==> config.mk <==
export PLATFORM = sky130hd
export DESIGN_NAME = fp_mul_seq
export DESIGN_NICKNAME = d
export VERILOG_FILES = /design/src/rtl/fp_pkg.sv /design/src/rtl/mant_shift_mul.sv /design/src/rtl/fp_mul_seq.sv
export SDC_FILE = /design/constraint.sdc
export NUM_CORES = 1
export LEC_CHECK = 0
export ABC_CLOCK_PERIOD_IN_PS = 3950
export CAP_MARGIN = 40
export CORE_AREA = 2 2 225 227
export CTS_CLUSTER_DIAMETER = 30
export CTS_CLUSTER_SIZE = 8
export DETAILED_ROUTE_END_ITERATION = 7
export DIE_AREA = 0 0 227 229
export SYNTH_ARGS = -nofsm -noshare
export SYNTH_HDL_FRONTEND = slang
export SYNTH_SLANG_ARGS = --single-unit
==> constraint.sdc <==
create_clock -name clk -period 3.95 [get_ports clk]
set_input_delay 0.9875 -clock clk [delete_from_list [all_inputs] [get_ports clk]]
set_output_delay 0.9875 -clock clk [all_outputs]
set_load 0.005 [all_outputs]
==> src/rtl/fp_pkg.sv <==
// Shared IEEE-754 single-precision types, constants and operand classification
// used by the sequential multiplier.
package fp_pkg;

  localparam int          EXP_W  = 8;
  localparam int          MANT_W = 23;
  localparam int          BIAS   = 127;
  localparam logic [31:0] QNAN   = 32'h7FC00000;

  typedef enum logic [1:0] {IDLE, MUL, NORM, DONE} state_t;

  typedef struct packed {
    logic              sign;
    logic [EXP_W-1:0]  exp;
    logic [MANT_W-1:0] frac;
  } fp32_t;

  typedef struct packed {
    logic is_nan;
    logic is_inf;
    logic is_zero;
  } fp_class_t;

  // Denormals (exp == 0) are classified as zero: they are flushed on input.
  function automatic fp_class_t checkspecial(input fp32_t x);
    fp_class_t c;
    c.is_nan  = (x.exp == '1) && (x.frac != '0);
    c.is_inf  = (x.exp == '1) && (x.frac == '0);
    c.is_zero = (x.exp == '0);
    return c;
  endfunction

endpackage

==> src/rtl/mant_shift_mul.sv <==
// Iterative 24x24 unsigned mantissa multiplier retiring BITS_PER_CYCLE multiplier
// bits per cycle by shift-and-add; o_done marks the cycle of the final step.
module mant_shift_mul #(
  parameter int BITS_PER_CYCLE = 1
) (
  input  logic        clk,
  input  logic        rst_n,
  input  logic        i_start,
  input  logic [23:0] i_a,
  input  logic [23:0] i_b,
  output logic        o_done,
  output logic [47:0] o_prod
);

  localparam int NMUL  = 24 / BITS_PER_CYCLE;
  localparam int CNT_W = $clog2(NMUL + 1);

  logic [47:0]      r_mcand;
  logic [47:0]      r_acc;
  logic [47:0]      w_acc_nxt;
  logic [23:0]      r_mplier;
  logic [CNT_W-1:0] r_cnt;

  always_comb begin
    w_acc_nxt = r_acc;
    for (int i = 0; i < BITS_PER_CYCLE; i++) begin
      if (r_mplier[i]) w_acc_nxt = w_acc_nxt + (r_mcand << i);
    end
  end

  // r_cnt holds the number of steps still to run; zero means idle.
  always_ff @(posedge clk or negedge rst_n) begin
    if (!rst_n)              r_cnt <= '0;
    else if (i_start)        r_cnt <= CNT_W'(NMUL);
    else if (r_cnt != '0)    r_cnt <= r_cnt - 1'b1;
  end

  always_ff @(posedge clk) begin
    if (i_start) begin
      r_mcand  <= {24'd0, i_a};
      r_mplier <= i_b;
      r_acc    <= '0;
    end else if (r_cnt != '0) begin
      r_acc    <= w_acc_nxt;
      r_mcand  <= r_mcand << BITS_PER_CYCLE;
      r_mplier <= r_mplier >> BITS_PER_CYCLE;
    end
  end

  // The product in o_prod is complete from the cycle after o_done.
  assign o_done = (r_cnt == CNT_W'(1));
  assign o_prod = r_acc;

endmodule

==> src/rtl/fp_mul_seq.sv <==
// Sequential fp32 multiplier controller: classifies operands, bypasses NaN/Inf/zero,
// otherwise runs the iterative mantissa multiplier then normalises and rounds (RNE).
module fp_mul_seq
  import fp_pkg::*;
#(
  parameter int BITS_PER_CYCLE = 1
) (
  input  logic        clk,
  input  logic        rst_n,
  input  logic        in_valid,
  output logic        in_ready,
  input  logic [31:0] a,
  input  logic [31:0] b,
  output logic        out_valid,
  input  logic        out_ready,
  output logic [31:0] result,
  output logic        flag_nan,
  output logic        flag_inf,
  output logic        flag_zero,
  output logic        busy
);

  state_t             r_state, w_state_nxt;
  fp32_t              w_a, w_b;
  fp_class_t          w_ca, w_cb;
  logic               w_accept, w_sign, w_nan, w_inf, w_zero, w_special, w_start;
  logic [31:0]        w_spec_res, w_norm_res, r_result;
  logic               w_mul_done;
  logic [47:0]        w_prod;
  logic               r_sign;
  logic signed [9:0]  r_exp, w_exp_n, w_exp_f;
  logic [22:0]        w_mant;
  logic               w_g, w_s;
  logic [23:0]        w_mant_r;
  logic               w_norm_inf, w_norm_zero;
  logic               r_nan, r_inf, r_zero;

  // Bit 23 of the return value is the mantissa carry-out.
  function automatic logic [23:0] round_rne(input logic [22:0] mant, input logic g,
                                            input logic s);
    return {1'b0, mant} + 24'(g && (s || mant[0]));
  endfunction

  assign w_a  = fp32_t'(a);
  assign w_b  = fp32_t'(b);
  assign w_ca = checkspecial(w_a);
  assign w_cb = checkspecial(w_b);

  assign w_sign    = w_a.sign ^ w_b.sign;
  assign w_nan     = w_ca.is_nan | w_cb.is_nan | (w_ca.is_inf & w_cb.is_zero)
                   | (w_ca.is_zero & w_cb.is_inf);
  assign w_inf     = w_ca.is_inf | w_cb.is_inf;
  assign w_zero    = w_ca.is_zero | w_cb.is_zero;
  assign w_special = w_nan | w_inf | w_zero;
  assign w_accept  = in_valid && in_ready;
  assign w_start   = w_accept && !w_special;

  always_comb begin
    if (w_nan)      w_spec_res = QNAN;
    else if (w_inf) w_spec_res = {w_sign, 8'hFF, 23'h0};
    else            w_spec_res = {w_sign, 31'h0};
  end

  mant_shift_mul #(.BITS_PER_CYCLE(BITS_PER_CYCLE)) u_mul (
    .clk     (clk),
    .rst_n   (rst_n),
    .i_start (w_start),
    .i_a     ({1'b1, w_a.frac}),
    .i_b     ({1'b1, w_b.frac}),
    .o_done  (w_mul_done),
    .o_prod  (w_prod)
  );

  always_ff @(posedge clk) begin
    if (w_accept) begin
      r_sign <= w_sign;
      r_exp  <= $signed({2'b00, w_a.exp}) + $signed({2'b00, w_b.exp}) - 10'sd127;
    end
  end

  // Normalise / round: product of two [1,2) mantissas lies in [1,4).
  always_comb begin
    if (w_prod[47]) begin
      w_mant  = w_prod[46:24];
      w_g     = w_prod[23];
      w_s     = |w_prod[22:0];
      w_exp_n = r_exp + 10'sd1;
    end else begin
      w_mant  = w_prod[45:23];
      w_g     = w_prod[22];
      w_s     = |w_prod[21:0];
      w_exp_n = r_exp;
    end
    w_mant_r    = round_rne(w_mant, w_g, w_s);
    w_exp_f     = w_exp_n + $signed({9'd0, w_mant_r[23]});
    w_norm_inf  = (w_exp_f >= 10'sd255);
    w_norm_zero = !w_norm_inf && (w_exp_f <= 10'sd0);
    if (w_norm_inf)       w_norm_res = {r_sign, 8'hFF, 23'h0};
    else if (w_norm_zero) w_norm_res = {r_sign, 31'h0};
    else                  w_norm_res = {r_sign, w_exp_f[7:0], w_mant_r[22:0]};
  end

  always_ff @(posedge clk or negedge rst_n) begin
    if (!rst_n) begin
      r_result <= '0;
      r_nan    <= 1'b0;
      r_inf    <= 1'b0;
      r_zero   <= 1'b0;
    end else if (w_accept && w_special) begin
      r_result <= w_spec_res;
      r_nan    <= w_nan;
      r_inf    <= !w_nan && w_inf;
      r_zero   <= !w_nan && !w_inf && w_zero;
    end else if (r_state == NORM) begin
      r_result <= w_norm_res;
      r_nan    <= 1'b0;
      r_inf    <= w_norm_inf;
      r_zero   <= w_norm_zero;
    end
  end

  assign result    = r_result;
  assign flag_nan  = r_nan;
  assign flag_inf  = r_inf;
  assign flag_zero = r_zero;

  always_ff @(posedge clk or negedge rst_n) begin
    if (!rst_n) r_state <= IDLE;
    else        r_state <= w_state_nxt;
  end

  always_comb begin
    w_state_nxt = r_state;
    case (r_state)
      IDLE:    if (w_accept) w_state_nxt = w_special ? DONE : MUL;
      MUL:     if (w_mul_done) w_state_nxt = NORM;
      NORM:    w_state_nxt = DONE;
      DONE:    if (out_ready) w_state_nxt = IDLE;
      default: w_state_nxt = IDLE;
    endcase
  end

  always_comb begin
    in_ready  = 1'b0;
    busy      = 1'b1;
    out_valid = 1'b0;
    case (r_state)
      IDLE:    begin in_ready = 1'b1; busy = 1'b0; end
      DONE:    out_valid = 1'b1;
      default: ;
    endcase
  end

endmodule

# Word-level counts from Yosys, hierarchy flattened
# Index checks and enable logic that the tools add are counted.
[word_totals]
regBits = 173
out_inout_bits = 38
word_cells = 102
[op_classes]
addsub = 7
n_lt_le_gt_ge = 2
eq_ne = 9
n_mux = 30
n_bitwise = 10
reduce_logical = 31
[ops]
columns = ["operator", "count"]
rows = [
  ["$mux W23", 5],
  ["$mux W32", 3],
  ["$mux W31", 3],
  ["$add A48 B48 Y48", 1],
  ["$logic_not A23 Y1", 2],
  ["$reduce_bool A23 Y1", 2],
  ["$add A23 B1 Y24", 1],
  ["$reduce_or A23 Y1", 1],
  ["$reduce_or A22 Y1", 1],
  ["$eq A8 B8 Y1 const B", 2],
  ["$logic_not A8 Y1", 2],
  ["$logic_and A1 B1 Y1", 12],
  ["$mux W1", 11],
  ["$add A10 B2 Y10", 1],
  ["$add A10 B2 Y10 const B", 1],
  ["$ge A10 B9 Y1 const B", 1],
  ["$le A10 B1 Y1 const B", 1],
  ["$mux W10", 1],
  ["$mux W5", 2],
  ["$sub A9 B7 Y10 const B", 1],
  ["$add A8 B8 Y9", 1],
  ["$mux W2", 4],
  ["$pmux W2 S4", 1],
  ["$or A1 B1 Y1", 7],
  ["15 further kinds", 22],
]

# Longest topological paths before layout
# Gate-level depths: netlist of run 1.
[depth]
ltp_word = 13
mapped_depth = 22
mapped_depth_nobuf = 20

# Cells and area by module
# A second synthesis of run 1 with hierarchy kept.
[unflattened]
hier_cells = 1291
area_unflattened_um2 = 11703.7
[modules_own_cells]
columns = ["mod", "instances", "cells_per_inst", "area_per_inst_um2", "seq_area_each_um2"]
rows = [
  ["mant_shift_mul", 1, 812, 7449.6, 3007.9],
  ["fp_mul_seq", 1, 479, 4254.1, 1256.2],
]

# Worst setup path after synthesis of run 1
# OpenSTA, ideal clock, no wires.
[synth_timing]
path_kind = "reg-to-reg"
startpoint = "reg u_mul.r_acc[47] (netlist: u_mul.o_prod[47])"
endpoint = "reg r_result[10] (netlist: result[10])"
setup_time_ps = 122
arrival_time_ps = 4190
required_ps = 3828
path_slack_ps = -362
stages_incl_launch_ff = 20
synth_period_minus_slack_ps = 4312
path_cell_list = "dfxtp_1 > buf_6 > nand2b_1 > a211oi_2 > and4_4 > nand2_2 > nor4_4 > nand3_2 > nor2_2 > nand2_1 > nor3_1 > ha_1 > ha_1 > inv_1 > xnor2_1 > or4_4 > o41ai_4 > nor4_4 > buf_6 > a32o_1"
[synth_between]
elab_chain_cells = 12
elab_cells_between_ends = 16
cone_classes = "2 x add/sub; 2 x order compare; 8 x mux; 4 x reduce/logical"
[synth_lines]
columns = ["item", "line_no", "text"]
rows = [
  ["from (decl)", "mant_shift_mul.sv:19", "logic [47:0] r_acc;"],
  ["from (signal assigned)", "mant_shift_mul.sv:44", "r_acc <= w_acc_nxt;"],
  ["$mux W1 or $mux W23 (tied branches)", "fp_mul_seq.sv:83", "if (w_prod[47]) begin"],
  ["$logic_or A1 B1 Y1", "fp_mul_seq.sv:41", "return {1'b0, mant} + 24'(g && (s || mant[0]));"],
  ["$logic_and A1 B1 Y1", "fp_mul_seq.sv:41", ""],
  ["$add A23 B1 Y24", "fp_mul_seq.sv:41", ""],
  ["$add A10 B2 Y10", "fp_mul_seq.sv:95", "w_exp_f = w_exp_n + $signed({9'd0, w_mant_r[23]});"],
  ["$ge A10 B9 Y1", "fp_mul_seq.sv:96", "w_norm_inf = (w_exp_f >= 10'sd255);"],
  ["$logic_not A1 Y1", "fp_mul_seq.sv:97", "w_norm_zero = !w_norm_inf && (w_exp_f <= 10'sd0);"],
  ["$logic_and A1 B1 Y1", "fp_mul_seq.sv:97", ""],
  ["$mux W31", "fp_mul_seq.sv:99", "else if (w_norm_zero) w_norm_res = {r_sign, 31'h0};"],
  ["$mux W31 *", "fp_mul_seq.sv:98", "if (w_norm_inf) w_norm_res = {r_sign, 8'hFF, 23'h0};"],
  ["$mux W32 *", "fp_mul_seq.sv:114", "end else if (r_state == NORM) begin"],
  ["$mux W32 *", "fp_mul_seq.sv:109", "end else if (w_accept && w_special) begin"],
  ["to (signal assigned)", "fp_mul_seq.sv:110", "r_result <= w_spec_res;"],
  ["to (signal assigned)", "fp_mul_seq.sv:115", "r_result <= w_norm_res;"],
  ["to (decl)", "fp_mul_seq.sv:27", "logic [31:0] w_spec_res, w_norm_res, r_result;"],
]
# Mark *: on every way between the ends. The rest lies on a longest branch, timed or not. The select of a mux whose other input is x is not followed.
# A chain may end at the register's enable or synchronous reset.

# Worst setup path after layout of run 1
[layout_timing]
startpoint = "reg u_mul.r_acc[47] (netlist: u_mul.o_prod[47])"
endpoint = "reg r_result[26] (netlist: result[26])"
[layout_between]
elab_chain_cells = 12
elab_cells_between_ends = 16
cone_classes = "2 x add/sub; 2 x order compare; 8 x mux; 4 x reduce/logical"
[layout_lines]
columns = ["item", "line_no"]
rows = [
  ["$mux W1 or $mux W23 (tied branches)", "fp_mul_seq.sv:83"],
  ["$logic_or A1 B1 Y1", "fp_mul_seq.sv:41"],
  ["$logic_and A1 B1 Y1", "fp_mul_seq.sv:41"],
  ["$add A23 B1 Y24", "fp_mul_seq.sv:41"],
  ["$add A10 B2 Y10 *", "fp_mul_seq.sv:95"],
  ["$ge A10 B9 Y1", "fp_mul_seq.sv:96"],
  ["$logic_not A1 Y1", "fp_mul_seq.sv:97"],
  ["$logic_and A1 B1 Y1", "fp_mul_seq.sv:97"],
  ["$mux W31", "fp_mul_seq.sv:99"],
  ["$mux W31 *", "fp_mul_seq.sv:98"],
  ["$mux W32 *", "fp_mul_seq.sv:114"],
  ["$mux W32 *", "fp_mul_seq.sv:109"],
]
# Marked as above.

==> flow_summary.toml, run 1 <==
[placed_design]
dp_hpwl_um = 23800
io_buffers = 105
place_area_um2 = 13600
dp_cells = 2156
gp_congestion = 0.889
post-place-ws_ps = -200

[pwr]
power_density_nw_per_um2 = 726
finalPower_mw = 10.4
vdd_drop_max_uv = 249
p_leak_nw = 6.05

[critical_path]
cp-start-kind = "flop"
timing.critical_path.cells = "nand2b_4 > a211oi_4 > and4_4 > nand2_4 > nor4_4 > nand3_2 > nor2_4 > nand2_2 > nor3_4 > ha_2 > ha_4 > buf_6 > a22o_1 > a2bb2oi_2 > mux2i_1 > xnor2_1 > buf_4 > o41ai_4 > buf_4 > a311o_2 > o22a_1"
timing.rr.start = "u_mul.o_prod[47]$_SDFFE_PP0P_"
cp.arrival_ps = 4410
reg2reg_to = "result[26]$_DFFE_PN0P_"
max_stage_delay_ps = 400
reg2reg_depth = 21
crit_fanout = 8
required_ps = 4340
endpoint_kind = "flop"
reg2reg_slack_ps = -70
cp_slowest_cell = "o41ai_4"
cpMostUsedCell = "buf_4"
path_class = "flop to flop"

[drt]
via_per_inst = 4.73
wl_per_cell_um = 14.4
firstDrtPassIters = 5
drc = 0
wl_um = 31700
ant_nets = 0
drtIter0Drc = 740
vias = 10400

[cells_and_area]
fin_cells = 2196
layout_common_cells = "nand2_1 (340), a21oi_1 (146), clkdlybuf4s50_1 (104)"
syn_to_final_growth_pct = 26.5
fillers = 5333
final_util_pct = 28.9
antenna_cells = 0
final_area_um2 = 14300
drive_gt1_share_pct = 11.5
final_common_cell = "nand2_1"
final_net_count = 1654

[timing]
worst_slack_ps = -72.1
setup_viol = 12
rsz0062_at_grt = "true"
maxSlewHeadroom_pct = 42.0
period_share_pct = 102
slew_violations = 0
fin_worst_skew_ps = 11.1
holdWs_ps = 392
finalHoldViolations = 0
period_needed_ps = 4020
max_freq_mhz = 249
worst_pin_slew_ps = 863
setup_tns_ps = -541

[synthesis]
async_reset_ff_share_pct = 24.3
syn-num-nets = 1518
ys_seq_area_share_pct = 37.4
synth.ff_latch_count = 173
synth_edf_count = 57
syn_avg_cell_area_um2 = 8.24
synth.distinct_cells = 89
synthCells = 1375
netlist_area_um2 = 11300
synth_flop_cell = "dfxtp_1"
synth_warnings = 0

[cts]
numCtsBuffers = 17
root_buffer = "clkbuf_16"
clock_path_buffers = 2
clock-sinks = 173
clk_pin_slew_worst_paths_ps = 70
tritoncts = "done"
htreeDepth = 4
insertion_delay_ps = 450

[grt]
grt_antenna_before_repair = 0
first_global_vias = 10000
grt_usage_pct = 12.2
grt_max_degree = 53
grt_pass1_wl_um = 51100
grt-ovfl-total = 0

[run_status]
status = "finished, violations left"
violations = "setup timing"

[die]
num_rows = 82
core-area_um2 = 49700
die-area_um2 = 52000
start_util_pct = 22.8
ios = 106
dieHeight_um = 229
fp.dieW_um = 227

[min_path]
hold_class = "input port to asynchronous set/reset pin"

[flow_run]
timing.max_cap.violations = 0
[sequential cells by signal, summed over array words and instances (netlist names)]
name,count
r_sign,1
flag_zero,1
result,32
r_exp,10
flag_nan,1
u_mul.r_mplier,24
r_state,2
u_mul.r_mcand,48
u_mul.o_prod,48
flag_inf,1
u_mul.r_cnt,5
[cells by family after synthesis]
family / Yosys count / synth area share [%]
buf+inv: 125 / 4.43
simple gates: 576 / 23.4
fa+ha+maj: 75 / 8.41
mux: 6 / 0.563
flops: 173 / 37.4
compound gates: 352 / 20.4
xor+xnor: 68 / 5.32
[worst max-delay path, delay by kind of cell, from the launching register on]
kind,cells,cell delay (ps)
compound gates,6,1230
simple gates,8,1220
buf+inv,3,440
fa+ha+maj,2,400
flops,1,360
mux,1,180
xor+xnor,1,110
[final cells by class]
cell class	count	area [um2]	area share, %
Clock buffer	20	457	3.19
Inverter	49	184	1.28
Multi-Input combinational cell	1077	6700	46.7
Timing Repair Buffer	193	1800	12.5
Sequential cell	173	4250	29.6
Tap cell	672	841	5.86
Clock inverter	12	110	0.768
[routing by layer]
| layer | track usage, % | vias to the layer above | part of all wire, % |
|---|---|---|---|
| met5 | 0 | - | 0 |
| met4 | 3.66 | 0 | 1.8 |
| met3 | 2.10 | 43 | 4.0 |
| met2 | 20.4 | 253 | 48 |
| met1 | 16.1 | 4931 | 46 |
| li1 | - | 5167 | - |
[worst max path at each step]
stage / start / to / cells past startpoint
2_1_floorplan: u_mul.o_prod[47]$_SDFFE_PP0P_ / result[10]$_DFFE_PN0P_ / 20
3_3_place_gp: u_mul.o_prod[47]$_SDFFE_PP0P_ / result[4]$_DFFE_PN0P_ / 19
3_5_place_dp: u_mul.o_prod[47]$_SDFFE_PP0P_ / result[5]$_DFFE_PN0P_ / 19
4_1_cts: u_mul.o_prod[47]$_SDFFE_PP0P_ / result[30]$_DFFE_PN0P_ / 21
5_1_grt: u_mul.o_prod[47]$_SDFFE_PP0P_ / result[30]$_DFFE_PN0P_ / 21
6_report: u_mul.o_prod[47]$_SDFFE_PP0P_ / result[26]$_DFFE_PN0P_ / 21
[cell usage after synthesis (all sizes together), types with 5 or more instances]
| master | number | area share (%) |
|---|---|---|
| xnor2 | 42 | 3.3 |
| nor2b | 7 | 0.39 |
| o21a | 6 | 0.40 |
| nand2b | 11 | 0.61 |
| nor3 | 20 | 0.97 |
| o22a | 9 | 0.70 |
| dfxtp | 74 | 13 |
| a211oi | 26 | 1.8 |
| a21oi | 146 | 6.4 |
| a21o | 28 | 1.9 |
| nor2 | 71 | 2.4 |
| clkbuf | 60 | 2.0 |
| o211ai | 5 | 0.33 |
| nor4 | 24 | 1.7 |
| a22o | 13 | 1.0 |
| a31oi | 12 | 0.66 |
| dfrtp | 42 | 9.3 |
| or3 | 8 | 0.44 |
| o21bai | 11 | 0.73 |
| xor2 | 26 | 2.0 |
| nand2 | 346 | 12 |
| and2 | 12 | 0.67 |
| buf | 16 | 0.81 |
| and4 | 5 | 0.43 |
| a32o | 12 | 1.1 |
| inv | 48 | 1.6 |
| ha | 73 | 8.1 |
| a311oi | 5 | 0.39 |
| nand4 | 25 | 1.5 |
| o22ai | 5 | 0.28 |
| o21ai | 42 | 1.9 |
| nand3 | 28 | 1.3 |
| or2 | 5 | 0.28 |
| edfxtp | 57 | 15 |
[power breakdown]
part           total, mW  switching (mW)  internal, mW  leakage, nW
sequential          3.19           0.514          2.68         1.77
clock               1.66           0.755         0.906        0.278
combinational       5.56            3.17          2.40         4.00
total               10.4            4.44          5.98         6.05
[timing repair]
item                                    4_1_cts  5_1_grt
pin swaps                                    15        7
hold buffers                                  0        0
setup buffers                                 7        1
endpoints found under the setup margin       32       33
resized for setup                            14        5
Power figures use the tool's default switching activity.
==> inputs of run 2 (changes only) <==
Settings changed: CORE_AREA 2 2 225 227 to 4 4 227 229, CTS_CLUSTER_SIZE 8 to 25, DIE_AREA 0 0 227 229 to 0 0 231 233.
==> flow_summary.toml, run 2 (synthesis results as in run 1) <==
[grt]
first_global_vias = 10300
grt_pass1_wl_um = 52900
grt_usage_pct = 12.0
grt_antenna_before_repair = 0
grt-ovfl-total = 0
grt_max_degree = 50

[cts]
htreeDepth = 4
clock_path_buffers = 2
tritoncts = "done"
hold_buffers = 0
clk_pin_slew_worst_paths_ps = 80
insertion_delay_ps = 460
root_buffer = "clkbuf_16"
numCtsBuffers = 17
clock-sinks = 173

[placed_design]
post-place-ws_ps = -230
dp_cells = 2158
io_buffers = 105
dp_hpwl_um = 24200
gp_congestion = 0.872
place_area_um2 = 13600

[run_status]
violations = "setup timing"
status = "finished, violations left"

[drt]
drtIter0Drc = 769
wl_um = 32800
wl_per_cell_um = 14.7
vias = 10500
ant_nets = 0
drc = 0
firstDrtPassIters = 6
via_per_inst = 4.70

[cells_and_area]
syn_to_final_growth_pct = 28.8
antenna_cells = 0
layout_common_cells = "nand2_1 (337), a21oi_1 (144), buf_4 (106)"
final_net_count = 1683
final_common_cell = "nand2_1"
fillers = 5306
final-seq-area_um2 = 4250
multi_input_area_um2 = 6760
final_area_um2 = 14600
drive_gt1_share_pct = 13.4
fin_cells = 2225

[die]
fp.dieW_um = 231
die-area_um2 = 53800
start_util_pct = 22.8
num_rows = 82
core-area_um2 = 49700
ios = 106
dieHeight_um = 233

[pwr]
vdd_drop_max_uv = 373
p_leak_nw = 6.22
power_density_nw_per_um2 = 728
finalPower_mw = 10.6

[critical_path]
cp_top_family = "buffers and inverters"
endpoint_kind = "flop"
cp.arrival_ps = 4750
worstSetupPathDepth = 32
critPathBufInv = 28
cp-start-kind = "flop"
cpMostUsedCell = "buf_4"
max_stage_delay_ps = 370
path_class = "flop to flop"
cp_slowest_cell = "dfxtp_4"
reg2reg_depth = 32
crit_fanout = 5
required_ps = 4340

[timing]
maxSlewHeadroom_pct = 46.7
finalHoldViolations = 0
rsz0062_at_grt = "true"
period_share_pct = 110
fin_worst_skew_ps = 17.1
max_freq_mhz = 229
period_needed_ps = 4360
worst_slack_ps = -409
worst_pin_slew_ps = 800
slew_violations = 0
setup_viol = 32

[min_path]
hold_class = "input port to asynchronous set/reset pin"

[flow_run]
timing.max_cap.violations = 0
[run 2: cell count changes in the layout (fill, tap and decap cells not counted), moves of 2 or more]
| cell | change |
|---|---|
| inv_4 | +2 |
| nand2_1 | -3 |
| a21oi_1 | -2 |
| inv_6 | -2 |
| dfxtp_2 | -2 |
| clkbuf_1 | +2 |
| buf_4 | +28 |
| dfxtp_1 | +2 |
| nand2_2 | +3 |
| a21oi_2 | +2 |
[run 2: cell type report]
cell class                 instances  share of cell area [%]
multi-input combinational       1077                    46.3
inverter                          49                    1.28
clock inverter                    10                   0.617
timing repair buffer             222                    13.8
clock buffer                      22                    3.12
tap                              672                    5.76
sequential                       173                    29.1
[run 2: power breakdown]
group          internal, mW  leakage, nW  total (mW)  switching (mW)
registers              2.68         1.77        3.19           0.516
logic                  2.56         4.17        5.80            3.24
clock network         0.887        0.268        1.63           0.745
total                  6.12         6.22        10.6            4.50
[run 2: final timing paths]
path                                                        end  slack (ps)                            start
worst max register to register           result[12]$_DFFE_PN0P_        -410    u_mul.o_prod[47]$_SDFFE_PP0P_
worst min-delay path                     result[16]$_DFFE_PN0P_         370                            rst_n
min in group clk                u_mul.r_mplier[23]$_SDFFE_PP1P_         470  u_mul.r_mplier[23]$_SDFFE_PP1P_
worst min register to register  u_mul.r_mplier[23]$_SDFFE_PP1P_         470  u_mul.r_mplier[23]$_SDFFE_PP1P_
worst max-delay path                     result[12]$_DFFE_PN0P_        -410    u_mul.o_prod[47]$_SDFFE_PP0P_
max in group asynchronous            u_mul.r_cnt[3]$_DFFE_PN0P_        3120                            rst_n
[run 2: timing repair]
item                                    in CTS  in global routing
endpoints found under the setup margin      33                 33
resized for setup                           16                 14
setup buffers                               31                  6
pin swaps                                   21                 20
[run 2: per-stage QoR]
step	hold WS, ps	TNS (ps)	utilization, %
after floorplan	423	-1980	-
after global placement	454	-2640	27.4
after detailed placement	456	-5850	27.5
after CTS	354	-3420	29.2
after global routing	362	-13160	29.4
final	369	-7150	29.4
[run 2: routing by layer]
metal,up-vias,share of wire [%],global-route usage (%)
met5,-,0,0
met4,0,2.4,4.00
met3,51,4.5,1.98
met2,259,48,20.3
met1,4924,45,15.6
li1,5231,-,-
